File: src/rtl/siso_shift_ctrl.sv
// Sequencer for a DEPTH-stage SISO shift register: serialises a parallel word MSB-first,
// flushes the register, and reassembles the returning bits with a match flag.
module siso_shift_ctrl #(
    parameter int WIDTH = 8,
    parameter int DEPTH = 4
) (
    input  logic             clk,
    input  logic             rst,
    input  logic             in_valid,
    output logic             in_ready,
    input  logic [WIDTH-1:0] in_data,
    output logic             sr_en,
    output logic             sr_si,
    input  logic             sr_so,
    output logic             out_valid,
    input  logic             out_ready,
    output logic [WIDTH-1:0] out_data,
    output logic             out_match
);

    localparam int CW = $clog2(WIDTH + DEPTH + 1);
    localparam logic [CW-1:0] W_C    = CW'(WIDTH);
    localparam logic [CW-1:0] D_C    = CW'(DEPTH);
    localparam logic [CW-1:0] LAST_C = CW'(WIDTH + DEPTH - 1);

    typedef enum logic [1:0] {IDLE, SHIFT, DONE} state_t;

    state_t            state;
    logic [CW-1:0]     cnt;
    logic [WIDTH-1:0]  tx_reg;
    logic [WIDTH-1:0]  rx_reg;
    logic [WIDTH-1:0]  ref_reg;
    logic [WIDTH-1:0]  rx_next;

    assign rx_next = {rx_reg[WIDTH-2:0], sr_so};

    always_ff @(posedge clk) begin
        if (rst) begin
            state     <= IDLE;
            cnt       <= '0;
            tx_reg    <= '0;
            rx_reg    <= '0;
            ref_reg   <= '0;
            in_ready  <= 1'b1;
            sr_en     <= 1'b0;
            sr_si     <= 1'b0;
            out_valid <= 1'b0;
            out_data  <= '0;
            out_match <= 1'b0;
        end else begin
            case (state)
                IDLE: begin
                    if (in_valid) begin
                        state    <= SHIFT;
                        tx_reg   <= in_data;
                        ref_reg  <= in_data;
                        rx_reg   <= '0;
                        cnt      <= '0;
                        in_ready <= 1'b0;
                        sr_en    <= 1'b1;
                        sr_si    <= in_data[WIDTH-1];
                    end
                end
                SHIFT: begin
                    if (cnt < W_C)
                        tx_reg <= tx_reg << 1;
                    // The first DEPTH returning bits are stale register contents.
                    if (cnt >= D_C)
                        rx_reg <= rx_next;
                    if (cnt == LAST_C) begin
                        state     <= DONE;
                        sr_en     <= 1'b0;
                        sr_si     <= 1'b0;
                        out_valid <= 1'b1;
                        out_data  <= rx_next;
                        out_match <= (rx_next == ref_reg);
                    end else begin
                        cnt   <= cnt + 1'b1;
                        // Next cycle's serial bit: remaining payload MSB, else flush zero.
                        sr_si <= (cnt < W_C - 1'b1) ? tx_reg[WIDTH-2] : 1'b0;
                    end
                end
                DONE: begin
                    if (out_ready) begin
                        state     <= IDLE;
                        out_valid <= 1'b0;
                        in_ready  <= 1'b1;
                    end
                end
                default: begin
                    state     <= IDLE;
                    in_ready  <= 1'b1;
                    sr_en     <= 1'b0;
                    sr_si     <= 1'b0;
                    out_valid <= 1'b0;
                end
            endcase
        end
    end

endmodule

File: config.mk
export PLATFORM = sky130hd
export DESIGN_NAME = siso_shift_ctrl
export DESIGN_NICKNAME = d
export VERILOG_FILES = /design/src/rtl/siso_shift_ctrl.sv
export SDC_FILE = /design/constraint.sdc
export NUM_CORES = 1
export LEC_CHECK = 0
export CAP_MARGIN = 10
export CORE_MARGIN = 2
export CORE_UTILIZATION = 40
export CTS_BUF_LIST = sky130_fd_sc_hd__clkbuf_4
export DETAILED_ROUTE_END_ITERATION = 7
export PLACE_DENSITY = 0.73
export SETUP_SLACK_MARGIN = 0.05
export SYNTH_ARGS = -nofsm -noshare
export SYNTH_HDL_FRONTEND = slang
export SYNTH_SLANG_ARGS = --single-unit
File: constraint.sdc
create_clock -name clk -period 1.6 [get_ports clk]
set_clock_uncertainty 0.15 [all_clocks]
set_input_delay 0.4 -clock clk [delete_from_list [all_inputs] [get_ports clk]]
set_output_delay 0.4 -clock clk [all_outputs]
set_load 0.02 [all_outputs]
==> results of run 1 <==
[repair_timing]
item / CTS / global route
gates resized for setup: 44 / 20
endpoints found under the setup margin: 33 / 31
buffers inserted: 0 / 1
cloned: 0 / 0
pin swaps: 1 / 0
hold endpoints to repair: 0 / 0
[final cells by class]
cell class              instances  area share (%)
clock inverters                 2           0.448
repair buffers                 40            17.0
well taps                      52            2.91
clock buffers                   6            2.02
inverters                       1           0.168
flip-flops and latches         41            37.0
multi-input cells             149            40.5
[worst paths after layout]
check | start | end | slack [ps] | cells after the start
hold reg to reg | out_valid | out_valid | 310 | 2
setup reg to reg | state[0] | rx_reg[6] | 100 | 5
hold / removal | out_valid | out_valid | 310 | 2
setup / recovery | state[0] | rx_reg[6] | 100 | 5
[layout by cell type, fill, tap and decap left out, drive strengths merged, types with 5 or more instances in the layout]
master	n
a211oi	7
a21oi	24
and2	8
buf	23
clkbuf	7
clkdlybuf4s50	11
dfxtp	41
mux2i	14
nand2	40
nor2	19
xor2	5
[worst max-delay path, cell delays in order, from the launching register on]
cell,delay [ps]
dfxtp_4,400
or2b_1,290
o21ba_4,220
buf_12,140
mux2i_2,160
nor2_1,50
[cell usage after synthesis, types with 3 or more instances]
cell | number | area (sq um)
o21ai_0 | 3 | 15.0
a21oi_1 | 23 | 115
nand2_1 | 40 | 150
xnor2_1 | 4 | 35.0
buf_4 | 3 | 22.5
buf_2 | 3 | 15.0
buf_6 | 4 | 45.0
nor3_1 | 4 | 20.0
clkbuf_1 | 4 | 15.0
a211oi_1 | 7 | 52.6
and2_1 | 8 | 50.1
nor2_1 | 19 | 71.3
mux2i_1 | 14 | 140
dfxtp_1 | 41 | 821
xor2_1 | 5 | 43.8
[logic make-up (layout without fill, tap and decap cells)]
group	Yosys count	in the layout	share of synthesized area, %
AO/OA/AOI/OAI	38	38	13.0
XOR/XNOR	9	9	4.38
adder cells (fa/ha/maj)	1	1	0.695
buffers and inverters	15	49	5.63
flip-flops	41	41	45.6
multiplexers	15	15	8.41
AND/OR/NAND/NOR	86	86	22.3
[report_power, final]
group          switching, W  internal, W
logic              0.000131     0.000147
registers         0.0000263      0.00106
clock network      0.000326     0.000185
total              0.000483      0.00139
[metal layers]
metal | up-vias | share of wire (%) | track usage [%]
met2 | 30 | 46 | 23.6
li1 | 756 | - | -
met4 | 0 | 1.8 | 7.34
met3 | 5 | 4.6 | 3.99
met1 | 659 | 47 | 19.1
met5 | - | 0 | 0
[stage by stage]
stage	worst slack (ps)	cells	utilization (%)	setup TNS, ps
after floorplan	162	205	-	0
after global placement	-347	282	49.9	-7580
after detailed placement	-361	282	49.9	-7860
after CTS	49.2	290	51.7	0
after global routing	54.0	291	51.3	0
final	98.0	291	51.3	0
==> reports/metrics.yaml, run 1 <==
drt:
  routed_via_density: 4.98
  wire_per_inst_um: 11.9
  drt_iter0_drc: 52
  drt_first_pass_iters: 4
  drt_drc_violations_left: 0
  vias: 1450
  ant_nets: 0
  wirelength_mm: 3.47
layout:
  regArea_sq_um: 827
  fillCellCount: 426
  fin_nets: 252
  layout-drive-gt1-share_pct: 20.5
  multi_input_area_sq_um: 905
  syn2layout_area_growth_pct: 24.1
  fin_area_sq_um: 2230
  diodes: 0
synth:
  synth_cells: 205
  avgSynthCellArea_sq_um: 8.78
  synth-edff-count: 0
  synth_seq_area_share_pct: 45.6
  ys_async_sr_fraction_pct: 0
  synth_flop_cell: "dfxtp_1"
  syn_area_sq_um: 1800
  ys_ff_latch: 41
  yosys_warnings: 0
  synth_fp_nets: 219
  ys_types: 34
clock_tree:
  cts_max_level: 2
  clkTransAtPathRegs_ps: 120
  cts_made_buffers: 5
  clock_latency_ps: 340
  cts_buffer_depth: 2
  cts_num_sinks: 41
  cts_tree: "built"
  holdBufCountCts: 0
  root_buffer: "clkbuf_4"
setup_path:
  worstPathRequired_ps: 1700
  cp_max_fo: 7
  arrival_ps: 1600
  cp-start-kind: "flop"
  critPathCaptureType: "flop"
  crit_type: "flop to flop"
placement:
  gp_congestion: 0.744
  place_area_sq_um: 2170
  dpl.hpwl_mm: 2.54
  port_buffers: 25
timing:
  hold_viol_final: 0
  setup_viol: 0
  maxSlewHeadroom_pct: 81.0
  tightestPinTransition_ps: 282
  drv_slew: 0
  period_needed_ps: 1500
  rsz0062_at_grt: "false"
  max_freq_ghz: 0.666
  hold_ws_ps: 308
  period_share_pct: 93.9
floorplanning:
  start_util_pct: 41.4
  dieArea_sq_um: 5050
  core_sq_um: 4350
  io_pins: 26
  die_x_um: 71.1
  die_h_um: 71.1
  fp-row-count: 24
power_and_ir_drop:
  total_power_w: 0.00188
  ir_worst_vdd_v: 0.000429
  p_per_area_nw_per_um2: 840
  p_leak_nw: 0.899
run_status:
  run_status: "complete, no violations"
grt:
  grt_use_total_pct: 15.0
  grt_antenna_before_repair: 0
  grt_overflow: 0
  grt_max_degree: 25
  grt_pass1_vias: 1322
  grt_pass1_wl_mm: 6.02
hold_path:
  hp-class: "flop to flop"
run:
  drv_cap: 0
No activity file was read; power rests on OpenSTA's default activity.
==> run 2, diff against run 1 <==
- CTS_CLUSTER_DIAMETER: default -> 100
- SKIP_LAST_GASP: default -> 1
==> results of run 2 <==
Same layout as run 1: the final DEF is identical, and so are final timing and power.
==> run 3, diff against run 2 <==
- clock period: 1.6 -> 1.68 ns (I/O delays scaled with it)
==> run 3 against run 2 <==
Worst hold slack gained 2.1 ps. Routed wire length is 0.20% higher. Clock power fell by 5.7%. Highest routed layer unchanged. Non-clock buffer count did not move. Critical path type is now flop to output pin. Die area did not move. Register-to-register slack better by 30 ps.
==> reports/metrics.yaml, run 3 (synthesized netlist as in run 1, its figures left out) <==
run_status:
  run_status: "complete, no violations"
timing:
  setup_viol: 0
  setup_tns_ps: 0
  layout_setup_ws_ps: 105
  drv_slew: 0
  hold_viol_final: 0
  rsz0062_at_grt: "true"
  tightestPinTransition_ps: 313
  period_needed_ps: 1570
  maxSlewHeadroom_pct: 78.9
  max_freq_ghz: 0.635
  period_share_pct: 93.7
floorplanning:
  fp-row-count: 24
  dieArea_sq_um: 5050
  io_pins: 26
  die_h_um: 71.1
  core_sq_um: 4350
  start_util_pct: 41.4
  die_x_um: 71.1
setup_path:
  r2r_end: "rx_reg[3]"
  cpPeakStageDelay_ps: 340
  path_cells: "dlygate4sd2_1"
  cp-start-kind: "flop"
  cp_max_fo: 2
  arrival_ps: 1000
  critPathTopFamily: "flip-flops"
  rr_startpoint: "state[1]"
  critPathCaptureType: "output pin"
  crit_type: "flop to output pin"
  crit_buf_inv: 1
  worstPathRequired_ps: 1110
  slowest_stage: "dfxtp_1"
  r2r_slack_ps: 130
  cp-startpoint: "sr_si"
  r2r_cells: 5
power_and_ir_drop:
  ir_worst_vdd_v: 0.000332
  p_per_area_nw_per_um2: 790
  p_leak_nw: 0.928
grt:
  grt_pass1_vias: 1395
  grt_overflow: 0
  grt_antenna_before_repair: 0
  grt_max_degree: 25
  grt_pass1_wl_mm: 6.37
  grt_use_total_pct: 15.4
placement:
  dpl.hpwl_mm: 2.56
  port_buffers: 25
  place_inst: 283
  gp_congestion: 0.752
  dp_worst_setup_slack_ps: -308
layout:
  regArea_sq_um: 822
  multi_input_area_sq_um: 910
  syn2layout_area_growth_pct: 25.6
  fin_cells: 291
  final_cell_mix: "dfxtp_1 (40), nand2_1 (39), a21oi_1 (23)"
  layout_commonest_cell: "dfxtp_1"
  fin_nets: 252
  fillCellCount: 406
  layout-drive-gt1-share_pct: 14.6
  diodes: 0
drt:
  ant_nets: 0
  vias: 1463
  wirelength_mm: 3.47
  routed_via_density: 5.03
  wire_per_inst_um: 11.9
  drt_first_pass_iters: 4
  drt_drc_violations_left: 0
  drt_iter0_drc: 94
clock_tree:
  clkTransAtPathRegs_ps: 120
  cts_tree: "built"
  cts_made_buffers: 5
  cts_buffer_depth: 2
  root_buffer: "clkbuf_4"
  cts_num_sinks: 41
  clock_latency_ps: 340
  cts_max_level: 2
hold_path:
  hold_start: "out_data[3]"
  min_to: "out_data[3]"
  hold_depth: 2
  hp-class: "flop to flop"
run:
  drv_cap: 0
==> run 3: layout make-up <==
| cell class | instances | area share [%] |
|---|---|---|
| sequential | 41 | 36.3 |
| tap | 52 | 2.88 |
| clock buffer | 6 | 1.99 |
| multi-input combinational | 149 | 40.2 |
| inverter | 1 | 0.166 |
| clock inverter | 2 | 0.442 |
| timing repair buffer | 40 | 18.0 |
==> run 3: timing repair <==
item | in CTS | in global routing
setup buffers | 0 | 0
resized for setup | 14 | 25
hold buffers | 0 | 0
endpoints found under the setup margin | 14 | 34
==> run 3: report_power, final <==
part	total, W	switching (W)	internal, W
registers	0.00104	0.0000250	0.00101
logic	0.000270	0.000127	0.000144
clock network	0.000482	0.000306	0.000176
==> run 3: stage by stage <==
stage          area, sq um  hold slack [ps]  power [W]  utilization [%]
3_5_place_dp          2180              298    0.00132             50.1
3_3_place_gp          2180              294    0.00132             50.1
6_report              2260              310    0.00179             52.0
2_1_floorplan         1800              298    0.00121                -
5_1_grt               2260              332    0.00189             52.0
4_1_cts               2220              311    0.00180             51.0
==> run 3: metal layers <==
| metal | wire length (um) | global-route usage (%) | up-vias |
|---|---|---|---|
| met5 | 0 | 0 | - |
| met3 | 113 | 2.71 | 5 |
| met4 | 40 | 5.66 | 0 |
| met2 | 1620 | 24.2 | 24 |
| met1 | 1700 | 21.4 | 680 |
| li1 | - | - | 754 |
==> run 3: how the worst max path moves through the flow <==
stage          cells past startpoint  slack, ps        end
5_1_grt                            5         30  rx_reg[3]
3_3_place_gp                       5       -290     cnt[0]
2_1_floorplan                      6        240  rx_reg[0]
4_1_cts                            1         60   in_ready
6_report                           1        110      sr_si
3_5_place_dp                       5       -310     cnt[0]
